File: src/rtl/pipelined_cla_subtractor.sv
// Pipelined CLA subtractor: one STAGE_WIDTH slice of a - b - bin per stage, NUM_STAGES cycles accept-to-out_valid.
// Valid/ready both sides; stalled stages hold while empty stages ahead of them keep filling, so bubbles collapse.
module pipelined_cla_subtractor #(
  parameter int WIDTH       = 16,
  parameter int STAGE_WIDTH = 4
) (
  input  logic             clk,
  input  logic             rst,
  input  logic             in_valid,
  output logic             in_ready,
  input  logic [WIDTH-1:0] a,
  input  logic [WIDTH-1:0] b,
  input  logic             bin,
  output logic             out_valid,
  input  logic             out_ready,
  output logic [WIDTH-1:0] diff,
  output logic             bout,
  output logic             ovf
);

  localparam int NUM_STAGES = WIDTH / STAGE_WIDTH;

  // Operands travel whole; each stage only reads its own slice of them.
  typedef struct packed {
    logic [WIDTH-1:0] a;
    logic [WIDTH-1:0] b;
    logic [WIDTH-1:0] diff;
    logic             brw;
  } beat_t;

  beat_t                 st_q    [NUM_STAGES];
  beat_t                 st_d    [NUM_STAGES];
  beat_t                 src     [NUM_STAGES];
  beat_t                 nxt     [NUM_STAGES];
  logic [STAGE_WIDTH:0]  slc     [NUM_STAGES];
  logic [NUM_STAGES-1:0] src_vld;
  logic [NUM_STAGES-1:0] v_q, v_d, ld;
  logic                  ovf_q, ovf_d;

  function automatic logic [STAGE_WIDTH:0] sub_slice(
    input logic [STAGE_WIDTH-1:0] x,
    input logic [STAGE_WIDTH-1:0] y,
    input logic                   bi
  );
    logic [STAGE_WIDTH-1:0] g, p, d;
    logic [STAGE_WIDTH:0]   br;
    g     = ~x & y;
    p     = ~(x ^ y);
    br    = '0;
    d     = '0;
    br[0] = bi;
    for (int i = 0; i < STAGE_WIDTH; i++) begin
      br[i+1] = g[i] | (p[i] & br[i]);
      d[i]    = x[i] ^ y[i] ^ br[i];
    end
    return {br[STAGE_WIDTH], d};
  endfunction

  always_comb begin
    // A stage can load when it is empty or everything ahead of it moves this cycle.
    ld[NUM_STAGES-1] = ~v_q[NUM_STAGES-1] | out_ready;
    for (int k = NUM_STAGES - 2; k >= 0; k--) begin
      ld[k] = ~v_q[k] | ld[k+1];
    end

    src_vld[0]  = in_valid;
    src[0].a    = a;
    src[0].b    = b;
    src[0].diff = '0;
    src[0].brw  = bin;
    for (int k = 1; k < NUM_STAGES; k++) begin
      src_vld[k] = v_q[k-1];
      src[k]     = st_q[k-1];
    end

    ovf_d = ovf_q;
    for (int k = 0; k < NUM_STAGES; k++) begin
      slc[k] = sub_slice(src[k].a[k*STAGE_WIDTH +: STAGE_WIDTH],
                         src[k].b[k*STAGE_WIDTH +: STAGE_WIDTH],
                         src[k].brw);
      nxt[k] = src[k];
      nxt[k].diff[k*STAGE_WIDTH +: STAGE_WIDTH] = slc[k][STAGE_WIDTH-1:0];
      nxt[k].brw = slc[k][STAGE_WIDTH];
      v_d[k]  = ld[k] ? src_vld[k] : v_q[k];
      st_d[k] = (ld[k] && src_vld[k]) ? nxt[k] : st_q[k];
    end

    if (ld[NUM_STAGES-1] && src_vld[NUM_STAGES-1]) begin
      ovf_d = (nxt[NUM_STAGES-1].a[WIDTH-1] ^ nxt[NUM_STAGES-1].b[WIDTH-1]) &
              (nxt[NUM_STAGES-1].diff[WIDTH-1] ^ nxt[NUM_STAGES-1].a[WIDTH-1]);
    end
  end

  always_ff @(posedge clk or posedge rst) begin
    if (rst) begin
      v_q   <= '0;
      ovf_q <= 1'b0;
      for (int k = 0; k < NUM_STAGES; k++) begin
        st_q[k] <= '0;
      end
    end else begin
      v_q   <= v_d;
      ovf_q <= ovf_d;
      for (int k = 0; k < NUM_STAGES; k++) begin
        st_q[k] <= st_d[k];
      end
    end
  end

  assign in_ready  = ld[0];
  assign out_valid = v_q[NUM_STAGES-1];
  assign diff      = st_q[NUM_STAGES-1].diff;
  assign bout      = st_q[NUM_STAGES-1].brw;
  assign ovf       = ovf_q;

endmodule

File: config.mk
export PLATFORM = sky130hd
export DESIGN_NAME = pipelined_cla_subtractor
export DESIGN_NICKNAME = d
export VERILOG_FILES = /design/src/rtl/pipelined_cla_subtractor.sv
export SDC_FILE = /design/constraint.sdc
export NUM_CORES = 1
export LEC_CHECK = 0
export CAP_MARGIN = 20
export CORE_MARGIN = 5
export CORE_UTILIZATION = 45
export DETAILED_ROUTE_END_ITERATION = 6
export GPL_TIMING_DRIVEN = 0
export HOLD_SLACK_MARGIN = 0.1
export PLACE_DENSITY = 0.68
export REMOVE_ABC_BUFFERS = 1
export SLEW_MARGIN = 20
export SYNTH_ARGS = -nofsm -noshare
export SYNTH_HDL_FRONTEND = slang
export SYNTH_SLANG_ARGS = --single-unit
File: constraint.sdc
create_clock -name clk -period 4.2 [get_ports clk]
set_input_delay 0.42 -clock clk [delete_from_list [all_inputs] [get_ports clk]]
set_output_delay 0.42 -clock clk [all_outputs]
set_load 0.05 [all_outputs]
Yosys cells after proc, flatten, opt, wreduce, memory -nomap -nowiden

Cells that the tools add are included.
Widths: inputs -> output; s select.

Logic and storage cells: 113
Bits in registers: 145
Bits of input ports: 37
Output and inout bits: 20

Bitwise operators: 90
Reductions and logical operators: 4

Operators with widths:

| kind              | number |
|---|---|
| $xor 1x1->1       | 33 |
| $not 4->4         | 8 |
| $or 1x1->1        | 20 |
| $and 1x1->1       | 17 |
| $and 4x4->4       | 4 |
| $xor 4x4->4       | 4 |
| $logic_and 1x1->1 | 4 |
| $not 1->1         | 4 |

Longest topological paths before layout

Depth in word-level cells: 11
Mapped depth: 10
Mapped depth without buffers: 10

Worst setup path before layout

Ideal clock, no wire load.

Path type: register to register
From: register st_q (netlist bit src[0])
To: register ovf_q (netlist: ovf)
Clock period less this slack: 2274 ps
Buffers on the path: 0
Library setup time: 78 ps
Path slack: 1926 ps
Arrival: 2196 ps
Data required time: 4122 ps
Cell stages (with the launch flop): 11
Cell sequence: dfrtp_1 > inv_1 > fa_1 > inv_1 > fa_1 > fa_1 > inv_1 > fa_1 > xor2_1 > nand3_1 > o2bb2ai_1

RTL lines:

| element                           | line | text |
|---|---|---|
| from (decl)                       | 31   | `beat_t st_q [NUM_STAGES];` |
| from (signal, indexed assignment) | 105  | `st_q[k] <= st_d[k];` |
| to (signal assigned)              | 103  | `ovf_q <= ovf_d;` |
| to (decl)                         | 38   | `logic ovf_q, ovf_d;` |

Worst setup path after layout

From: input out_ready
To: output in_ready

Longest elaborated chain between the ends: 4

Ends and longest elaborated chain:

| element                 | line | text |
|---|---|---|
| from (decl)             | 15   | `input logic out_ready,` |
| $or 1x1->1              | 61   | `ld[NUM_STAGES-1] = ~v_q[NUM_STAGES-1] \| out_ready;` |
| $or 1x1->1 (3 in a row) | 63   | `ld[k] = ~v_q[k] \| ld[k+1];` |
| to (decl)               | 10   | `output logic in_ready,` |

No other way between the ends.

==> flow_summary_export.csv <==
group,metric,value,unit
final_layout,layout.area.seq,0.00243,mm^2
flow_run,cap_viol_max_count,0,
floorplan,ios,57,
floorplan,coreArea,0.00911,mm^2
global_routing,global_route_total_usage_across_every_layer,0.131,
routing,route.detailed.wl_per_inst,14.7,um
clock_tree,cts_tree,"done",
synth,ys_top_cells_by_area,"dfrtp_1, mux2_2, fa_1, inv_1, mux2_4",
sta,setup_violations,0,
synth,average_footprint_of_a_synthesized_cell,15.3,um^2
sta,tightest_slew,668,ps
sta,post-route-period-util,0.610,
power_and_ir_drop,share_clk_of_total_power,0.191,
power_and_ir_drop,power.share.sequential,0.439,
floorplan,fp.dieH,106,um
final_layout,fill_cells,762,
final_layout,area_growth_syn_to_layout,21.2,%
clock_tree,post_cts.resized_instances,0,
clock_tree,hold_buffers,0,
clock_tree,number_of_sinks_driven_by_the_clock_tree,97,
setup_path,worstPathRequired,3780,ps
place,placement.setup.worst_slack,1440,ps
place,placement.io_buffers,56,
setup_path,worst_ep_arrival_time,2140,ps
synth,yosysTopAreaCell,"dfrtp_1",
final_layout,insertedDiodeCount,0,
sta,fin_setup_tns,0,ps
floorplan,site_rows,35,
global_routing,final_global_route_overflow_total,0,
global_routing,grt_start_max_net_pins,58,
clock_tree,post_cts.repair.setup_buffers,0,
routing,vias,2193,
global_routing,via_count_of_the_first_global_routing_pass,2379,
setup_path,crit_type,"primary input to output pin",
sta,timing.final.max_slew_violations,0,
power_and_ir_drop,netSwitchingPower,1.14,mW
setup_path,cp-end-kind,"output pin",
sta,max_clock_freq,390,MHz
sta,final_number_of_hold_violating_endpoints,0,
synth,synth_top_area_frac,0.584,
clock_tree,insertion_delay,350,ps
final_layout,design.final.nets,384,
power_and_ir_drop,comb_power_share,0.371,
routing,vias_per_cell,4.92,
power_and_ir_drop,static-leakage-power,2.23,nW
synth,synthesis.yosys.warnings,0,
synth,netlist-cell-type-count,23,
routing,ant_nets,0,
routing,remaining_drc_errors,0,
power_and_ir_drop,swShare,0.350,
sta,unrepaired_setup_endpoints_after_global_routing,"false",
routing,drt_first_pass_iters,4,
outcome,run_status,"finished, final reports clean",
sta,hold_slack_final,438,ps
setup_path,cp-start-kind,"primary input",
setup_path,worstPathMaxFanout,8,
routing,detailedRoute.firstIterationViolations,38,
floorplan,die_w,106,um
clock_tree,cts_buffers,9,
global_routing,grt_pass1_wl,11500,um
clock_tree,root_buffer,"clkbuf_8",
synth,synthCells,271,
sta,maxSlewHeadroom,0.553,
sta,final.setup.worst_slack,1640,ps
global_routing,antenna_found_initial,0,
clock_tree,clkSlewWorstSetupHoldPaths,90,ps
place,place_congestion,0.719,
power_and_ir_drop,vdd.ir_drop.worst,0.000314,V
floorplan,floorplan.die_area,0.0113,mm^2
place,post-dp-hpwl,4650,um
power_and_ir_drop,power.internal,2.11,mW
clock_tree,cts.path.max_buffers,2,
synth,synth-seq-cells,97,
synth,ys_seq_area_frac,0.584,
routing,routed_wl,6550,um
final_layout,multi_input_comb_area,0.00152,mm^2
sta,worst_clock_skew,7.10,ps
power_and_ir_drop,power.density,645,mW/mm^2
clock_tree,htreeDepth,3,
min_path,worst_hold_path_type,"primary input to async pin",
floorplan,initial_core_util,0.456,
sta,final_period_minus_worst_setup_slack,2560,ps
synth,syn-cell-area,0.00416,mm^2
final_layout,drive_above_1_share,0.313,
==> layer usage <==
layer	vias up	share of wire	GRT usage
met1	1123	0.46	0.173
met4	0	0.020	0.0611
met2	43	0.49	0.212
li1	1016	-	-
met3	11	0.033	0.0225
met5	-	0	0
==> metrics by stage <==
step / utilization / cell area, um^2 / power (mW) / instances
2_1_floorplan: - / 4070 / 2.27 / 261
3_3_place_gp: 0.523 / 4760 / 2.62 / 428
3_5_place_dp: 0.530 / 4830 / 2.68 / 430
4_1_cts: 0.553 / 5030 / 3.30 / 446
5_1_grt: 0.553 / 5030 / 3.48 / 446
6_report: 0.553 / 5030 / 3.25 / 446
==> critical path, cell delays in order <==
cell             delay, ps
clkdlybuf4s50_1        440
nand3b_4               230
or2_2                  340
clkdlybuf4s50_1        710
==> cell type report <==
cell class,count,area share
multi-input cells,131,0.302
well taps,111,0.0276
clock inverters,5,0.0122
repair buffers,58,0.122
clock buffers,11,0.0281
inverters,33,0.0256
flip-flops and latches,97,0.482
==> cell families after synthesis <==
| logic type | Yosys count | share of synthesized area |
|---|---|---|
| AO/OA/AOI/OAI | 14 | 0.0205 |
| XOR/XNOR | 1 | 0.00211 |
| adder cells (fa/ha/maj) | 17 | 0.0801 |
| buffers and inverters | 43 | 0.0515 |
| flip-flops | 97 | 0.584 |
| multiplexers | 86 | 0.238 |
| AND/OR/NAND/NOR | 13 | 0.0241 |
==> power by group through the flow <==
stage | Clock [mW] | Combinational, mW | Sequential, mW
floorplan | 0 | 0.560 | 1.71
global placement | 0 | 1.18 | 1.44
detailed placement | 0 | 1.23 | 1.45
CTS | 0.638 | 1.23 | 1.43
global route | 0.670 | 1.33 | 1.48
finish | 0.619 | 1.20 | 1.43
==> path summary, 6_finish.rpt <==
kind / start / endpoint / slack [ps] / depth (start not counted)
worst max-delay path: out_ready / in_ready / 1640 / 4
max in group asynchronous: rst / nxt[127] / 3170 / 3
worst min register to register: ovf / ovf / 500 / 1
worst max register to register: src[0] / ovf / 1720 / 10
worst min-delay path: rst / diff[2] / 440 / 2
min in group clk: ovf / ovf / 500 / 1
==> flip-flops by register name, summed over array words and instances (netlist names) <==
signal,flops
diff,16
ovf,1
bout,1
nxt,72
src,3
v_q,4
==> cells in the mapped netlist (all sizes together) <==
cell type	number
or2	1
o21ai	1
ha	1
dfrtp	97
nand3b	1
inv	33
a21oi	6
nand2b	5
nand3	1
mux2	80
mux2i	6
nand2	4
buf	10
xor2	1
nand4b	1
fa	16
o2bb2ai	1
a31oi	6
==> cell usage in the layout, fill, tap and decap left out, types with 2 or more instances in the layout <==
cell | netlist | final
a31oi_1 | 6 | 6
mux2_4 | 7 | 7
mux2_2 | 73 | 73
buf_16 | 0 | 2
inv_6 | 0 | 4
fa_1 | 16 | 16
nand2_2 | 3 | 3
a21oi_1 | 6 | 6
clkbuf_8 | 0 | 10
dfrtp_1 | 97 | 97
inv_1 | 33 | 32
nand2b_1 | 5 | 5
mux2i_1 | 6 | 6
clkdlybuf4s50_1 | 0 | 56
Note: power is estimated with default switching activity, not from simulation.
